<file path="src/rtl/i2s_tx_if.sv">
// Stereo sample handshake between an upstream sample source and the I2S transmitter.
// Combinational only: the wires that carry one left/right pair.
// Backpressure: in_ready from the transmitter; a pair moves when in_valid && in_ready.
//
// Signals:
//   in_valid  source -> tx   stereo pair on in_left/in_right is valid
//   in_ready  tx -> source   transmitter takes a pair this cycle
//   in_left   source -> tx   32-bit left word, MSB-justified
//   in_right  source -> tx   32-bit right word, MSB-justified
interface i2s_tx_if;
    logic        in_valid;
    logic        in_ready;
    logic [31:0] in_left;
    logic [31:0] in_right;

    modport master (
        output in_valid,
        output in_left,
        output in_right,
        input  in_ready
    );

    modport slave (
        input  in_valid,
        input  in_left,
        input  in_right,
        output in_ready
    );
endinterface

</file>
<file path="src/rtl/i2s_tx.sv">
// I2S transmitter: free-running bus master on sck (64 sck per frame), shifts a stereo pair out MSB first.
// Latency: pair taken at cnt==63 -> left MSB on sd 2 sck later, right MSB 34 sck later.
// Backpressure: in_ready is high for one sck per frame; no pair at that point sets sticky underrun.
//
// Ports:
//   sck       bit clock, all state on its rising edge
//   rst_n     asynchronous active-low reset
//   start     level; moves IDLE -> RUN when sampled high, ignored afterwards
//   in_bus    i2s_tx_if slave: in_valid/in_left/in_right in, in_ready out (combinational)
//   ws        word select, registered (0 = left slot, 1 = right slot)
//   sd        serial data, registered
//   underrun  sticky, set when a frame starts without an accepted pair
//
// Build option: define I2S_TX_ZERO_ON_UNDERRUN_EN to send all-zero words for an underrun
// frame (and clear the held pair); otherwise the previous pair is repeated.
module i2s_tx #(
    parameter int DATA_W = 24   // bits sent per channel, taken from word bits [31:32-DATA_W]; 1..31
) (
    input  logic    sck,
    input  logic    rst_n,
    input  logic    start,
    i2s_tx_if.slave in_bus,
    output logic    ws,
    output logic    sd,
    output logic    underrun
);

    typedef enum logic {
        IDLE = 1'b0,
        RUN  = 1'b1
    } state_t;

    localparam logic [5:0] DW = 6'(DATA_W);

    state_t      state;
    logic [5:0]  cnt;          // position in the 64-sck frame; 63 is the last sck of a frame
    logic [31:0] shreg;        // word being shifted out, current bit always at [31]
    logic [31:0] left_hold;
    logic [31:0] right_hold;

    logic        frame_end;    // last sck of the frame: the only cycle a pair may be taken
    logic        xfer;
    logic [5:0]  cnt_nx;
    logic [4:0]  slot_nx;      // bit index within the slot that starts after this edge
    logic [31:0] left_sel;     // pair the next edges load into shreg
    logic [31:0] right_sel;

    assign frame_end       = (state == RUN) && (cnt == 6'd63);
    assign in_bus.in_ready = frame_end;
    assign xfer            = frame_end && in_bus.in_valid;
    assign cnt_nx          = cnt + 6'd1;
    assign slot_nx         = cnt_nx[4:0];

    // A pair taken this very cycle goes straight into shreg at the frame-start edge,
    // so the held registers are bypassed here rather than read a cycle later.
    always_comb begin
        left_sel  = left_hold;
        right_sel = right_hold;
        if (xfer) begin
            left_sel  = in_bus.in_left;
            right_sel = in_bus.in_right;
        end
`ifdef I2S_TX_ZERO_ON_UNDERRUN_EN
        else if (frame_end) begin
            left_sel  = '0;
            right_sel = '0;
        end
`endif
    end

    always_ff @(posedge sck or negedge rst_n) begin
        if (!rst_n) begin
            state      <= IDLE;
            cnt        <= 6'd63;
            ws         <= 1'b1;
            sd         <= 1'b0;
            underrun   <= 1'b0;
            shreg      <= '0;
            left_hold  <= '0;
            right_hold <= '0;
        end else if (state == IDLE) begin
            // Parked at cnt==63 so the first RUN cycle is a frame end and offers in_ready.
            cnt <= 6'd63;
            ws  <= 1'b1;
            sd  <= 1'b0;
            if (start) begin
                state <= RUN;
            end
        end else begin
            cnt <= cnt_nx;
            ws  <= cnt_nx[5];

            if (frame_end) begin
                // In the default build left_sel/right_sel equal the held pair when nothing
                // arrived, so this keeps it; the zero build clears it.
                left_hold  <= left_sel;
                right_hold <= right_sel;
                if (!in_bus.in_valid) begin
                    underrun <= 1'b1;
                end
            end

            if (slot_nx == 5'd0) begin
                // Slot start: the I2S one-bit delay, so sd idles low while the word loads.
                shreg <= cnt_nx[5] ? right_sel : left_sel;
                sd    <= 1'b0;
            end else if ({1'b0, slot_nx} <= DW) begin
                sd    <= shreg[31];
                shreg <= {shreg[30:0], 1'b0};
            end else begin
                sd    <= 1'b0;
            end
        end
    end

endmodule

</file>
<file path="src/flat_wrapper.sv">
// flat-port wrapper written by rule: the top's interface ports become plain ports
module i2s_tx_flat 
#(
    parameter int DATA_W = 24                                                                       
)
  (sck, rst_n, start, ws, sd, underrun, in_bus_in_valid, in_bus_in_left, in_bus_in_right, in_bus_in_ready);
  i2s_tx_if in_bus_i ();
  input  logic sck;
  input  logic rst_n;
  input  logic start;
  output logic ws;
  output logic sd;
  output logic underrun;
  input wire logic [$bits(in_bus_i.in_valid)-1:0] in_bus_in_valid;
  input wire logic [$bits(in_bus_i.in_left)-1:0] in_bus_in_left;
  input wire logic [$bits(in_bus_i.in_right)-1:0] in_bus_in_right;
  output wire logic [$bits(in_bus_i.in_ready)-1:0] in_bus_in_ready;
  assign in_bus_i.in_valid = in_bus_in_valid;
  assign in_bus_i.in_left = in_bus_in_left;
  assign in_bus_i.in_right = in_bus_in_right;
  assign in_bus_in_ready = in_bus_i.in_ready;
  i2s_tx #(.DATA_W(DATA_W)) u_core (.sck(sck), .rst_n(rst_n), .start(start), .in_bus(in_bus_i), .ws(ws), .sd(sd), .underrun(underrun));
endmodule
</file>
<file path="config.mk">
export PLATFORM = sky130hd
export DESIGN_NAME = i2s_tx_flat
export DESIGN_NICKNAME = d
export VERILOG_FILES = /design/src/rtl/i2s_tx_if.sv /design/src/rtl/i2s_tx.sv /design/src/flat_wrapper.sv
export SDC_FILE = /design/constraint.sdc
export NUM_CORES = 1
export LEC_CHECK = 0
export CORE_MARGIN = 1.5
export CORE_UTILIZATION = 50
export DETAILED_ROUTE_END_ITERATION = 12
export HOLD_SLACK_MARGIN = 0.06
export PLACE_DENSITY = 0.79
export SLEW_MARGIN = 20
export SYNTH_ARGS = -nofsm -noshare
export SYNTH_HDL_FRONTEND = slang
export SYNTH_SLANG_ARGS = --single-unit
export TNS_END_PERCENT = 100
</file>
<file path="constraint.sdc">
create_clock -name sck -period 2.3 [get_ports sck]
set_input_delay 0.46 -clock sck [delete_from_list [all_inputs] [get_ports sck]]
set_output_delay 0.46 -clock sck [all_outputs]
set_load 0.02 [all_outputs]
</file>
After elaboration in Yosys (flattened, before gate mapping). Cells that the tools add are included.

Register bits: 106. Bits of input ports: 68. Output and inout bits: 4. Logic and storage cells: 31.

$add $sub $neg: 1. Magnitude comparators: 1. Eq/ne operators: 1. Muxes and demuxes: 12. Bitwise gates (word level): 1. Reduce and logical (&&, ||, !) cells: 7.

Operator list (count): $mux 32 (5); $add 6x1->6 const B (1); $eq 6x6->1 const B (1); $mux 1 (6); $mux 6 (1); $le 5x5->1 const B (1); $logic_not 5->1 (1); $reduce_and 2->1 (2); $reduce_and 3->1 (1); $logic_and 1x1->1 (2); $reduce_bool 2->1 (1); $not 1->1 (1).

Logic depth before layout (Yosys ltp).
Depth after elaboration: 6. Gate-level depth with buffers: 9. Mapped depth without buffers: 6.

Least setup slack after synthesis. Ideal clock, no wire load.

Path kind: reg-to-reg. From: register u_core.cnt[0]. To: register u_core.shreg[11]. Setup time: 129 ps. Arrival time: 2036 ps. Data required time: 2171 ps. Slack: 135 ps. Stages on the path, launching flop included: 8. Buffers on the path: 1. Clock period less this slack: 2165 ps. Cell sequence: dfstp_2 > ha_1 > nand4_1 > nor2_2 > buf_4 > mux2_2 > o2111ai_1 > a21oi_1.

Word-level cells in the longest chain between the ends: 6. Elaborated cells between the ends (all ways): 12. Classes of those cells: add/sub: 1; order compare: 1; eq/ne: 1; mux: 4; reduce/logical: 5.

RTL lines: start: declaration (RTL line i2s_tx.sv:36) `logic [5:0] cnt;`; start signal: assignment (RTL line i2s_tx.sv:90) `cnt <= cnt_nx;`; parallel branches: the longest is 6 deep, another holds $add 6x1->6; end signal: assignment (RTL line i2s_tx.sv:105) `shreg <= cnt_nx[5] ? right_sel : left_sel;`; end signal: assignment (RTL line i2s_tx.sv:109) `shreg <= {shreg[30:0], 1'b0};`; end: declaration (RTL line i2s_tx.sv:37) `logic [31:0] shreg;`.

Several ways; the timed one is not identified. A chain may end at the register's enable or synchronous reset.

Worst setup path after layout.
From: register u_core.cnt[0]. To: register u_core.shreg[18].

Same word-level chain as after synthesis.

==> out/qor.csv <==
stage;metric;value;unit
status;outcome;finished, violations left;
status;violations;setup timing;
synth;ys_warn_count;0;
cells_and_area;final_common_cell;dfrtp_1;
power_and_ir_drop;power_frac_clock;13.1;%
routing;wirelength;13500;um
synth;yosys-mux-area-fraction;7.36;%
power_and_ir_drop;leakagePower;2.78;nW
synth;yosysSeqAreaShare;50.8;%
power_and_ir_drop;power_per_cell_area;1240;nW/um^2
routing;antenna_left;0;
routing;viasPerCell;6.25;
routing;first_pass_iters;8;
synth;synth_xor_xnor_area_share;0;%
floorplan;dieArea;11000;um^2
global_route;grt_max_degree;106;
timing;clock.fmax;428;MHz
timing;relSlewSlack;59.9;%
routing;dr.first_iter.drc_count;365;
cells_and_area;areaGrowthSynthToFinish;25.0;%
critical_path;rr_worst_depth;9;
global_route;grt_pass1_wl;21800;um
synth;synthAdderAreaFrac;0.482;%
cts;worstSkewPairLatency;0.38;ns
critical_path;worstSetupPathType;reg -> reg;
placement;gp_congestion;0.794;
synth;synth_fp_nets;609;
power_and_ir_drop;p_switching;0.00352;W
power_and_ir_drop;seqPwrFrac;37.0;%
synth;synthDistinctLibCells;35;
routing;wl_per_cell;18.5;um
cells_and_area;final_cell_mix;dfrtp_1, clkdlybuf4s50_1, a21oi_1, nand2_1, nand3_1;
placement;dp.cells;712;
power_and_ir_drop;swShare;43.9;%
synth;syn_area_per_cell;9.62;um^2
floorplan;rows;36;
synth;synth-seq-cells;105;
timing;fin_crit;2.34;ns
critical_path;endpoint;u_core.shreg[18];
cts;clkTransAtPathRegs;0.10;ns
cells_and_area;drive_above_1_share;16.6;%
cells_and_area;final_nets;663;
routing;drc_errors;0;
critical_path;cp.required;2.55;ns
cts;cts_buffer_depth;2;
timing;rsz0062_at_grt;yes;
global_route;gr-total-overflow;0;
floorplan;io_pins;72;
timing;whs;0.117;ns
synth;synth_top_family_by_area;compound AO/OA/AOI/OAI gates;
global_route;antenna_found_initial;0;
critical_path;rrSetupSlack;-0.04;ns
placement;dp_hpwl;7730;um
synth;netlist_area;5190;um^2
cells_and_area;design_area;6480;um^2
synth;synth_enable_flop_cells;0;
critical_path;worstSetupStartpointType;register;
placement;place_ws;-0.0838;ns
cts;tritoncts;done;
cts;cts-htree-levels;3;
power_and_ir_drop;comb_power_share;49.9;%
critical_path;crit_fanout;11;
power_and_ir_drop;internal-power;0.00450;W
synth;synthArstFlopShare;100;%
timing;finalCritPeriodShare;102;%
critical_path;arrival;2.59;ns
global_route;grt_pass1_vias;4458;
timing;drv_slew;0;
floorplan;start_util;52.3;%
synth;synth_compound_area_share;20.6;%
timing;setup_tns;-0.154;ns
hold_path;hp-class;in -> async;
job;drv_cap;0;
synth;synthSimpleGateAreaFrac;13.5;%
timing;setup_viol;8;
critical_path;endpoint_kind;register;
timing;worst_slack;-0.0380;ns
routing;via_count;4562;
floorplan;die_h;105;um
cts;cts_root_buf;clkbuf_8;
power_and_ir_drop;irDropWorstVdd;1.11;mV
critical_path;r2r-start;u_core.cnt[0];
floorplan;die_w;105;um
timing;tightest_slew;0.601;ns
critical_path;crit_start;u_core.cnt[0];
cells_and_area;num_antenna_cells;0;
timing;hold_viol_final;0;
cts;numCtsBuffers;9;
timing;finClkSkew;0.0177;ns
cells_and_area;stdcell_count;730;
cts;cts_sinks;105;
synth;dominantRegCellSynth;dfrtp_1;
synth;netlist_instances;539;
floorplan;core_area;9910;um^2
placement;postPlaceCellArea;6100;um^2
critical_path;worst_r2r_endpoint;u_core.shreg[18];
global_route;grt_usage;24.5;%
placement;portBuffers;71;
==> routing by layer <==
layer | global-route usage, % | routed length [um]
met1 | 33.7 | 5850
met2 | 39.9 | 6470
met3 | 4.62 | 1010
met4 | 6.16 | 201
met5 | 0 | 0
==> cells by family after synthesis <==
logic type                 after synthesis
AOI/OAI and AO/OA                      168
buffers and inverters                   85
DFF                                    105
muxes                                   34
adders and majority gates                2
and+or+nand+nor                        145
==> flip-flops by register name (all words and copies together) (netlist names) <==
signal / cells
u_core.underrun: 1
u_core.shreg: 32
u_core.sd: 1
u_core.cnt: 6
u_core.right_hold: 32
u_core.state: 1
u_core.left_hold: 32
==> power groups by stage <==
stage	Clock, W	Combinational, W	Sequential, W
CTS	0.00107	0.00374	0.00295
global placement	0	0.00360	0.00294
global route	0.00114	0.00435	0.00305
detailed placement	0	0.00370	0.00298
finish	0.00105	0.00400	0.00297
floorplan	0	0.00260	0.00291
==> stage by stage <==
stage | util [%] | total power (W)
final | 65.4 | 0.00801
after global routing | 65.4 | 0.00854
after CTS | 63.4 | 0.00775
after detailed placement | 61.6 | 0.00668
after global placement | 61.6 | 0.00654
after floorplan | - | 0.00551
==> synthesized netlist by cell type (3+ instances only) <==
| library cell | count | area, um^2 |
|---|---|---|
| a211oi_1 | 31 | 233 |
| a21oi_1 | 63 | 315 |
| and3_1 | 3 | 18.8 |
| buf_2 | 13 | 65.1 |
| buf_4 | 5 | 37.5 |
| buf_6 | 3 | 33.8 |
| clkbuf_1 | 29 | 109 |
| dfrtp_1 | 99 | 2480 |
| dfstp_2 | 6 | 158 |
| inv_1 | 33 | 124 |
| mux2_1 | 10 | 113 |
| mux2_2 | 23 | 259 |
| nand2_1 | 35 | 131 |
| nand3_1 | 34 | 170 |
| nand4_1 | 32 | 200 |
| nor2_1 | 32 | 120 |
| o2111ai_1 | 31 | 272 |
| o21ai_0 | 33 | 165 |
==> critical path: stages, from the launching register on <==
cell and delay (ns):
dfstp_2 0.57, ha_4 0.14, buf_4 0.11, nand4_1 0.24, nor2_4 0.20, buf_12 0.15
clkbuf_16 0.17, mux2_2 0.34, o2111ai_1 0.20, a21oi_1 0.10
==> how the worst min path moves through the flow <==
stage | end | slack (ns) | cells after the start | from
after global routing | u_core.shreg[11] | 0.20 | 2 | rst_n
after global placement | u_core.underrun | 0.44 | 1 | u_core.underrun
after floorplan | u_core.left_hold[0] | 0.16 | 0 | rst_n
after CTS | u_core.left_hold[6] | 0.17 | 2 | rst_n
final | u_core.right_hold[3] | 0.12 | 2 | rst_n
after detailed placement | u_core.underrun | 0.45 | 1 | u_core.underrun
==> cell type report <==
class / instances / area [um^2]
clock inverters: 5 / 41.3
repair buffers: 95 / 1060
clock buffers: 10 / 128
well taps: 133 / 166
multi-input cells: 349 / 2330
flip-flops and latches: 105 / 2640
fillers: 788 / 3430
inverters: 33 / 124
==> timing repair <==
item                       in CTS  in global routing
gates cloned                    0                  2
setup buffers                   0                  1
setup endpoints to repair       2                 33
pin swaps                       0                  1
hold buffers                    0                  0
resized for setup               5                 27
Power figures use the tool's default switching activity.
